==> config.mk <==
export PLATFORM = sky130hd
export DESIGN_NAME = seat_find
export DESIGN_NICKNAME = d
export VERILOG_FILES = /design/src/rtl/seat_pkg.sv /design/src/rtl/seat_find.sv
export SDC_FILE = /design/constraint.sdc
export NUM_CORES = 1
export LEC_CHECK = 0
export ABC_CLOCK_PERIOD_IN_PS = 3400
export CAP_MARGIN = 0
export CORE_ASPECT_RATIO = 1.1
export CORE_MARGIN = 2
export CORE_UTILIZATION = 50
export DETAILED_ROUTE_END_ITERATION = 8
export GPL_TIMING_DRIVEN = 0
export PLACE_DENSITY = 0.84
export SETUP_SLACK_MARGIN = 0.15
export SLEW_MARGIN = 20
export SYNTH_ARGS = -nofsm -noshare
export SYNTH_HDL_FRONTEND = slang
export SYNTH_SLANG_ARGS = --single-unit
==> constraint.sdc <==
create_clock -name clk_seat_find -period 3.4 [get_ports clk_seat_find]
set_clock_uncertainty 0.1 [all_clocks]
set_input_delay 0.85 -clock clk_seat_find [delete_from_list [all_inputs] [get_ports clk_seat_find]]
set_output_delay 0.85 -clock clk_seat_find [all_outputs]
set_load 0.05 [all_outputs]
==> src/rtl/seat_pkg.sv <==
// Shared definitions for the seat table: geometry constants, the reverse
// lookup FSM state type, and the student/seat number types also used by the
// seat-assignment writer.
package seat_pkg;

  localparam int SEATS  = 32;
  localparam int STU_W  = 25;
  localparam int SEAT_W = 8;
  localparam int WORD_W = 32;

  typedef enum logic [1:0] {
    IDLE = 2'd0,
    SCAN = 2'd1,
    DONE = 2'd2
  } seat_find_state_t;

  typedef logic [STU_W-1:0]  student_no_t;
  typedef logic [SEAT_W-1:0] seat_no_t;

  localparam seat_no_t LAST_SEAT = seat_no_t'(SEATS - 1);

  // A table word holds a student only when the bits above the student field
  // are clear; anything else is a stale or foreign encoding and never matches.
  function automatic logic word_matches(input logic [WORD_W-1:0] word,
                                        input student_no_t       key);
    return (word[STU_W-1:0] == key) && (word[WORD_W-1:STU_W] == '0);
  endfunction

endpackage

==> src/rtl/seat_find.sv <==
// seat_find: reverse lookup of a student number in the 32-entry seat table.
// Issues one table read per cycle starting at seat 0; read data returns one
// cycle later and is compared against the captured key.
//
// Optional feature macro: SEAT_FIND_DUP_EN
//   defined   : always scans all seats, reports the lowest match and flags
//               any further match on dup_seat_find.
//   undefined : stops at the first match; dup_seat_find is tied low.
//
// Handshake: req_seat_find is sampled only in IDLE; the request is taken on
// that edge, busy_seat_find stays high until and including the single
// done_seat_find cycle, and requests seen while busy are dropped (the
// requester must hold or re-issue req after done). Results are held from
// done until the next accepted request.
module seat_find
  import seat_pkg::*;
(
  input  logic              clk_seat_find,
  input  logic              rst_n_seat_find,
  input  logic              req_seat_find,
  input  student_no_t       Student_No_seat_find,
  output logic              busy_seat_find,
  output logic              done_seat_find,
  output logic              found_seat_find,
  output seat_no_t          Seat_No_seat_find,
  output logic              dup_seat_find,
  output logic              rd_en_seat_find,
  output seat_no_t          rd_addr_seat_find,
  input  logic [WORD_W-1:0] rd_data_seat_find
);

  seat_find_state_t state_q, state_d;
  student_no_t      key_q, key_d;
  logic             rd_en_q, rd_en_d;
  seat_no_t         rd_addr_q, rd_addr_d;
  // Read pipeline: cmp_vld_q marks that rd_data carries the word for cmp_addr_q.
  logic             cmp_vld_q, cmp_vld_d;
  seat_no_t         cmp_addr_q, cmp_addr_d;
  logic             found_q, found_d;
  seat_no_t         seat_q, seat_d;
  logic             dup_q, dup_d;

  logic             hit;
  logic             scan_end;

  assign hit = cmp_vld_q && word_matches(rd_data_seat_find, key_q);

  // Next-state, read issue and result update.
  always_comb begin
    state_d    = state_q;
    key_d      = key_q;
    rd_en_d    = rd_en_q;
    rd_addr_d  = rd_addr_q;
    cmp_vld_d  = 1'b0;
    cmp_addr_d = cmp_addr_q;
    found_d    = found_q;
    seat_d     = seat_q;
    dup_d      = dup_q;
    scan_end   = 1'b0;

    case (state_q)
      IDLE: begin
        if (req_seat_find) begin
          key_d     = Student_No_seat_find;
          found_d   = 1'b0;
          seat_d    = '0;
          dup_d     = 1'b0;
          state_d   = SCAN;
          // Key 0 marks an empty seat and is never searched for: SCAN is
          // entered with nothing in flight and falls straight through to DONE.
          rd_en_d   = (Student_No_seat_find != '0);
          rd_addr_d = '0;
        end
      end

      SCAN: begin
        cmp_vld_d  = rd_en_q;
        cmp_addr_d = rd_addr_q;

        if (rd_en_q) begin
          if (rd_addr_q == LAST_SEAT) begin
            rd_en_d   = 1'b0;
            rd_addr_d = '0;
          end else begin
            rd_addr_d = rd_addr_q + seat_no_t'(1);
          end
        end

        if (hit) begin
          if (!found_q) begin
            found_d = 1'b1;
            seat_d  = cmp_addr_q;
          end
`ifdef SEAT_FIND_DUP_EN
          else begin
            dup_d = 1'b1;
          end
`else
          // First match wins; the read already issued for the next seat is
          // simply never compared.
          scan_end = 1'b1;
`endif
        end

        if (cmp_vld_q && (cmp_addr_q == LAST_SEAT)) begin
          scan_end = 1'b1;
        end
        if (!rd_en_q && !cmp_vld_q) begin
          scan_end = 1'b1;
        end

        if (scan_end) begin
          state_d   = DONE;
          rd_en_d   = 1'b0;
          rd_addr_d = '0;
          cmp_vld_d = 1'b0;
        end
      end

      DONE: begin
        state_d = IDLE;
      end

      default: begin
        state_d   = IDLE;
        rd_en_d   = 1'b0;
        rd_addr_d = '0;
      end
    endcase
  end

  // State and datapath registers; reset aborts any search in progress.
  always_ff @(posedge clk_seat_find or negedge rst_n_seat_find) begin
    if (!rst_n_seat_find) begin
      state_q    <= IDLE;
      key_q      <= '0;
      rd_en_q    <= 1'b0;
      rd_addr_q  <= '0;
      cmp_vld_q  <= 1'b0;
      cmp_addr_q <= '0;
      found_q    <= 1'b0;
      seat_q     <= '0;
      dup_q      <= 1'b0;
    end else begin
      state_q    <= state_d;
      key_q      <= key_d;
      rd_en_q    <= rd_en_d;
      rd_addr_q  <= rd_addr_d;
      cmp_vld_q  <= cmp_vld_d;
      cmp_addr_q <= cmp_addr_d;
      found_q    <= found_d;
      seat_q     <= seat_d;
      dup_q      <= dup_d;
    end
  end

  assign busy_seat_find    = (state_q != IDLE);
  assign done_seat_find    = (state_q == DONE);
  assign found_seat_find   = found_q;
  assign Seat_No_seat_find = seat_q;
`ifdef SEAT_FIND_DUP_EN
  assign dup_seat_find     = dup_q;
`else
  assign dup_seat_find     = 1'b0;
`endif
  assign rd_en_seat_find   = rd_en_q;
  assign rd_addr_seat_find = rd_addr_q;

endmodule

After elaboration in Yosys (flattened, before gate mapping)
Cells that the tools add are included.
{"block": "word_totals", "regBits": 54, "latchBits": 0, "ramBits": 0, "mem_bits_ro": 0, "inputBits": 60, "elab_cells": 62, "n_memories": 0}
{"block": "classes", "add_sub_neg": 1, "n_mul": 0, "div": 0, "n_lt_le_gt_ge": 0, "eq_ne": 10, "n_shift": 0, "muxes": 25, "bitwise": 1, "n_reduce_logical": 17}
{"cell": "$mux W8", "n": 6}
{"cell": "$eq A25 B25 Y1", "n": 1}
{"cell": "$reduce_bool A25 Y1", "n": 1}
{"cell": "$pmux W8 S3", "n": 1}
{"cell": "$eq A8 B5 Y1 const B", "n": 2}
{"cell": "$pmux W8 S2", "n": 1}
{"cell": "$mux W1", "n": 12}
{"cell": "$add A8 B1 Y8 const B", "n": 1}
{"cell": "$ne A2 B2 Y1 const B", "n": 4}
{"cell": "$logic_not A7 Y1", "n": 1}
{"cell": "$reduce_and A2 Y1", "n": 3}
{"cell": "$reduce_and A3 Y1", "n": 2}
{"cell": "$logic_and A1 B1 Y1", "n": 4}
{"cell": "$mux W2", "n": 2}
{"cell": "$pmux W2 S2", "n": 1}
{"cell": "$reduce_and A4 Y1", "n": 1}
{"cell": "$reduce_bool A2 Y1", "n": 2}
{"cell": "$ne A3 B3 Y1 const B", "n": 1}
{"cell": "$pmux W1 S3", "n": 1}
{"cell": "$eq A2 B1 Y1 const B", "n": 1}
{"cell": "$eq A2 B2 Y1 const B", "n": 1}
{"cell": "$logic_not A1 Y1", "n": 2}
{"cell": "$logic_not A2 Y1", "n": 1}
{"cell": "$pmux W1 S2", "n": 1}
{"cell": "$not A1 Y1", "n": 1}

Longest topological paths before layout
{"block": "depth", "word_depth": 9, "depth_mapped": 7}

Worst setup path after synthesis
OpenSTA, ideal clock, no wires.
{"block": "synth_path", "path_type": "input port to flip-flop", "from": "in rd_data_seat_find[27]", "to": "reg rd_addr_q[1] (netlist: rd_addr_seat_find[1])", "setup_ns": 0.122, "arrival_time_ns": 2.136, "t_required_ns": 3.178, "setup_slack_ns": 1.042, "cell_stages": 7, "n_path_buf": 1, "cell_sequence": "nor4b_2 > nand4_1 > nor4_1 > nand4_1 > buf_2 > a31o_1 > a32o_1"}
{"block": "synth_between", "elab_chain_cells": 9, "elab_cells_between_ends": 11, "classes_between": "eq/ne: 1; mux: 6; reduce/logical: 4"}
{"item": "start, declared", "line_no": "seat_find.sv:29", "text": "input logic [WORD_W-1:0] rd_data_seat_find"}
{"item": "$logic_not A7 Y1 *", "line_no": "seat_pkg.sv:26", "text": "return (word[STU_W-1:0] == key) && (word[WORD_W-1:STU_W] == '0);"}
{"item": "$logic_and A1 B1 Y1 *", "line_no": "seat_pkg.sv:26"}
{"item": "$logic_and A1 B1 Y1 *", "line_no": "seat_find.sv:46", "text": "assign hit = cmp_vld_q && word_matches(rd_data_seat_find, key_q);"}
{"item": "$mux W1 *", "line_no": "seat_find.sv:89", "text": "if (hit) begin"}
{"item": "$mux W1 *", "line_no": "seat_find.sv:105", "text": "if (cmp_vld_q && (cmp_addr_q == LAST_SEAT)) begin"}
{"item": "$mux W1 *", "line_no": "seat_find.sv:108", "text": "if (!rd_en_q && !cmp_vld_q) begin"}
{"item": "$mux W1 *", "line_no": "seat_find.sv:61", "text": "case (state_q)"}
{"item": "$ne A3 B3 Y1 (no source line) or $mux W8 (tied branches)"}
{"item": "$reduce_and A3 Y1 (no source line) or $pmux W8 S3 (tied branches)"}
{"item": "end signal, assigned", "line_no": "seat_find.sv:148", "text": "rd_addr_q <= rd_addr_d;"}
{"item": "end, declared", "line_no": "seat_find.sv:35", "text": "seat_no_t rd_addr_q, rd_addr_d;"}
Mark *: on every way between the ends. The rest lies on a longest branch, timed or not. The select of a mux whose other input is x is not followed.
A chain may end at the register's enable or synchronous reset.

Worst setup path in the final report
Ends and elaborated chain as after synthesis.

==> impl_metrics.json <==
{
  "route.layer.met1.wl_um": 2810,
  "design.die.area_um2": 5940,
  "core-area_um2": 5070,
  "total_setup_violations_reported_at_the_end_of_the_flow": 0,
  "num-nets-final": 448,
  "power.density_cell_area_nw_per_um2": 602,
  "pin_count_of_the_biggest_net_entering_global_routing": 55,
  "clkLatencyLatePin_ps": 310,
  "status": "completed",
  "globalRouteTotalUtil_pct": 23.2,
  "die_height_um": 80.6,
  "max_slew.worst_pin.slew_ps": 670,
  "clock_tree_from_tritoncts": "done",
  "final_core_utilization_pct": 71.8,
  "synth_compound_area_share_pct": 5.96,
  "timing.hold.worst_endpoint": "key_q[23]$_DFFE_PN0P_",
  "netlist-cell-type-count": 41,
  "yosysTopAreaCell": "sky130_fd_sc_hd__dfrtp_1",
  "initial_utilization_pct": 52.6,
  "critical_path.reg2reg.endpoint": "rd_addr_seat_find[1]$_DFFE_PN0P_",
  "numCtsBuffers": 5,
  "post_cts_resized": 0,
  "io_pins": 81,
  "initial_antenna_violation_count": 0,
  "setup_tns_ps": 0,
  "detailroute.via_count": 2402,
  "critPathLaunchType": "input port",
  "hold_path.class": "reg2reg",
  "totalWireLength_um": 6460,
  "synthesized_nets": 362,
  "worst_ep_required_time_ps": 3500,
  "post_synth_fa_ha_maj_area_fraction_pct": 0.469,
  "clock-root-buffer": "sky130_fd_sc_hd__clkbuf_8",
  "wl_met3_um": 312,
  "numClockSinks": 54,
  "drtAntennaViolNets": 0,
  "maxCapViolations": 0,
  "critPathKind": "in2reg",
  "ys_seq_area_share_pct": 50.7,
  "row_count": 27,
  "hold_ws_ps": 406,
  "cts_max_level": 2,
  "final_worst_setup_slack_ps": 625,
  "place.detailed.instances": 438,
  "max-clock-path-buffers": 2,
  "cts.hold.buffers_added": 0,
  "postCtsSetupBuffers": 0,
  "synth_top_cell_area_share_pct": 50.7,
  "final_hold_viol_count": 0,
  "placedInstanceArea_um2": 3530,
  "min_delay_path_depth": 2,
  "placer_s_final_routability_congestion_estimate": 0.845,
  "worst_setup_path_end_kind": "flop",
  "synth.mux.area_fraction_pct": 3.00,
  "pre_cts_setup_slack_ps": 278,
  "grt.overflow.total": 0,
  "r2r_setup_slack_ps": 1240,
  "cts.clk_slew.worst_paths_ps": 90,
  "instances_no_fill": 446,
  "drt_iter0_markers": 139,
  "finalPower_mw": 2.19,
  "power.leakage_nw": 1.67,
  "synth.yosys.warnings": 0,
  "area_growth_syn_to_layout_pct": 36.4,
  "met2WireLength_um": 3200,
  "first_global_vias": 2323,
  "layout_min_cycle_time_ps": 2780,
  "crit_path_max_fanout": 10,
  "max_slew_margin_pct": 55.3,
  "num_antenna_cells": 0,
  "final_period_utilization_pct": 81.6,
  "vias_per_cell": 5.39,
  "flip_flop_and_latch_count_after_synthesis": 54,
  "synthesis.instances": 301,
  "rr_startpoint": "cmp_vld_q$_DFF_PN0_",
  "post-route-drc-count": 0,
  "maxUsedRoutingLayer": "met4",
  "final_cell_area_um2": 3640,
  "avgRoutedWirePerCell_um": 14.5,
  "numPortBuffers": 79,
  "max_slew_vio_count": 0,
  "dominant_combinational_cell_family_by_area_after_synthesis": "simple AND/OR/NAND/NOR gates",
  "timing.critical_path.arrival_ps": 2870,
  "min-delay-start": "key_q[23]$_DFFE_PN0P_",
  "synthXorXnorAreaFrac_pct": 8.21,
  "drive_gt1_share_pct": 4.64,
  "netlist_area_um2": 2670,
  "drt-pass1-iter-count": 4,
  "dp_hpwl_um": 5000,
  "peakVddDrop_mv": 0.320,
  "synth.top_cells.by_area": "sky130_fd_sc_hd__dfrtp_1 (51%), sky130_fd_sc_hd__nand2_1 (17%), sky130_fd_sc_hd__xnor2_1 (4.6%)",
  "first_pass_grt_wire_length_um": 10500,
  "yosys.area_share.simple_pct": 28.6,
  "floorplan.die.width_um": 73.6,
  "fmax_ghz": 0.360,
  "unrepaired_setup_endpoints_after_global_routing": "false",
  "post_synthesis_average_cell_area_um2": 8.86,
  "reg2reg_depth": 7
}
registers in the layout, summed over array words and instances (netlist names):
register,count
key_q,25
Seat_No_seat_find,8
cmp_addr_q,8
rd_addr_seat_find,8
state_q,2
cmp_vld_q,1
found_seat_find,1
rd_en_seat_find,1
layer usage:
metal	global-route usage (%)	up-vias
li1	-	1169
met3	4.27	10
met4	8.00	0
met1	30.8	1134
met5	0	-
met2	37.9	89
power breakdown:
group	internal [mW]	switching, mW
combinational	0.324	0.481
clock	0.217	0.206
sequential	0.816	0.146
total	1.36	0.834
cell families after synthesis:
group / after synthesis
other: 1
adder cells (fa/ha/maj): 1
buffers and inverters: 18
AND/OR/NAND/NOR: 170
XOR/XNOR: 25
AO/OA/AOI/OAI: 24
multiplexers: 8
flip-flops: 54
area by class of cell:
cell class	instances	area (um2)
multi-input cells	229	1240
clock buffers	5	68.8
repair buffers	79	788
inverters	6	22.5
plain buffers	12	57.6
flip-flops and latches	54	1350
fillers	386	1430
well taps	58	72.6
clock inverters	3	40.0
how the worst max path moves through the flow:
stage / slack, ps / cells past startpoint / from / end
floorplan: 1040 / 7 / rd_data_seat_find[27] / rd_addr_seat_find[1]$_DFFE_PN0P_
global placement: -210 / 1 / rst_n_seat_find / Seat_No_seat_find[5]$_DFFE_PN0P_
detailed placement: 280 / 8 / rd_data_seat_find[27] / rd_addr_seat_find[1]$_DFFE_PN0P_
CTS: 610 / 8 / rd_data_seat_find[27] / rd_addr_seat_find[1]$_DFFE_PN0P_
global route: 510 / 8 / rd_data_seat_find[27] / rd_addr_seat_find[1]$_DFFE_PN0P_
finish: 620 / 8 / rd_data_seat_find[27] / rd_addr_seat_find[1]$_DFFE_PN0P_
worst max-delay path: stages:
cell	delay, ps
sky130_fd_sc_hd__clkdlybuf4s50_1	410
sky130_fd_sc_hd__nor4b_2	360
sky130_fd_sc_hd__nand4_1	130
sky130_fd_sc_hd__nor4_1	230
sky130_fd_sc_hd__nand4_1	190
sky130_fd_sc_hd__buf_2	250
sky130_fd_sc_hd__a31o_1	250
sky130_fd_sc_hd__a32o_1	210
synth_stat cells:
master	number
sky130_fd_sc_hd__xor2_1	11
sky130_fd_sc_hd__buf_2	1
sky130_fd_sc_hd__o31ai_1	2
sky130_fd_sc_hd__nand2b_1	2
sky130_fd_sc_hd__a31oi_1	2
sky130_fd_sc_hd__a21oi_1	3
sky130_fd_sc_hd__o211ai_1	1
sky130_fd_sc_hd__mux2i_1	8
sky130_fd_sc_hd__buf_6	1
sky130_fd_sc_hd__a22oi_1	2
sky130_fd_sc_hd__nand3_1	6
sky130_fd_sc_hd__a31o_1	1
sky130_fd_sc_hd__dfrtp_1	54
sky130_fd_sc_hd__nor4b_2	1
sky130_fd_sc_hd__o21ai_0	6
sky130_fd_sc_hd__or2_2	1
sky130_fd_sc_hd__and2_1	2
sky130_fd_sc_hd__nand4b_1	1
sky130_fd_sc_hd__nor3_1	5
sky130_fd_sc_hd__or4_1	1
sky130_fd_sc_hd__and3_1	2
sky130_fd_sc_hd__o2bb2ai_1	1
sky130_fd_sc_hd__nor4_1	7
sky130_fd_sc_hd__a32o_1	1
sky130_fd_sc_hd__nor4_2	3
sky130_fd_sc_hd__conb_1	1
sky130_fd_sc_hd__nand2_1	122
sky130_fd_sc_hd__o22ai_1	1
sky130_fd_sc_hd__o21ai_1	1
sky130_fd_sc_hd__and2b_1	1
sky130_fd_sc_hd__buf_4	1
sky130_fd_sc_hd__ha_1	1
sky130_fd_sc_hd__a21oi_2	1
sky130_fd_sc_hd__a41oi_1	1
sky130_fd_sc_hd__inv_1	6
sky130_fd_sc_hd__nor2_1	6
sky130_fd_sc_hd__nand4_1	8
sky130_fd_sc_hd__clkbuf_1	9
sky130_fd_sc_hd__a21o_1	1
sky130_fd_sc_hd__xnor2_1	14
sky130_fd_sc_hd__or3_1	2
placed cells by master, fill, tap and decap left out, types with 3 or more instances in the layout:
master	netlist	final
sky130_fd_sc_hd__nand2_1	122	122
sky130_fd_sc_hd__mux2i_1	8	8
sky130_fd_sc_hd__clkbuf_1	9	9
sky130_fd_sc_hd__nand4_1	8	8
sky130_fd_sc_hd__nor3_1	5	5
sky130_fd_sc_hd__nor2_1	6	6
sky130_fd_sc_hd__clkbuf_8	0	5
sky130_fd_sc_hd__o21ai_0	6	6
sky130_fd_sc_hd__clkdlybuf4s50_1	0	78
sky130_fd_sc_hd__nor4_1	7	7
sky130_fd_sc_hd__xor2_1	11	11
sky130_fd_sc_hd__inv_1	6	6
sky130_fd_sc_hd__nand3_1	6	6
sky130_fd_sc_hd__xnor2_1	14	14
sky130_fd_sc_hd__dfrtp_1	54	54
sky130_fd_sc_hd__a21oi_1	3	3
sky130_fd_sc_hd__nor4_2	3	3
Note: power is estimated with default switching activity, not from simulation.
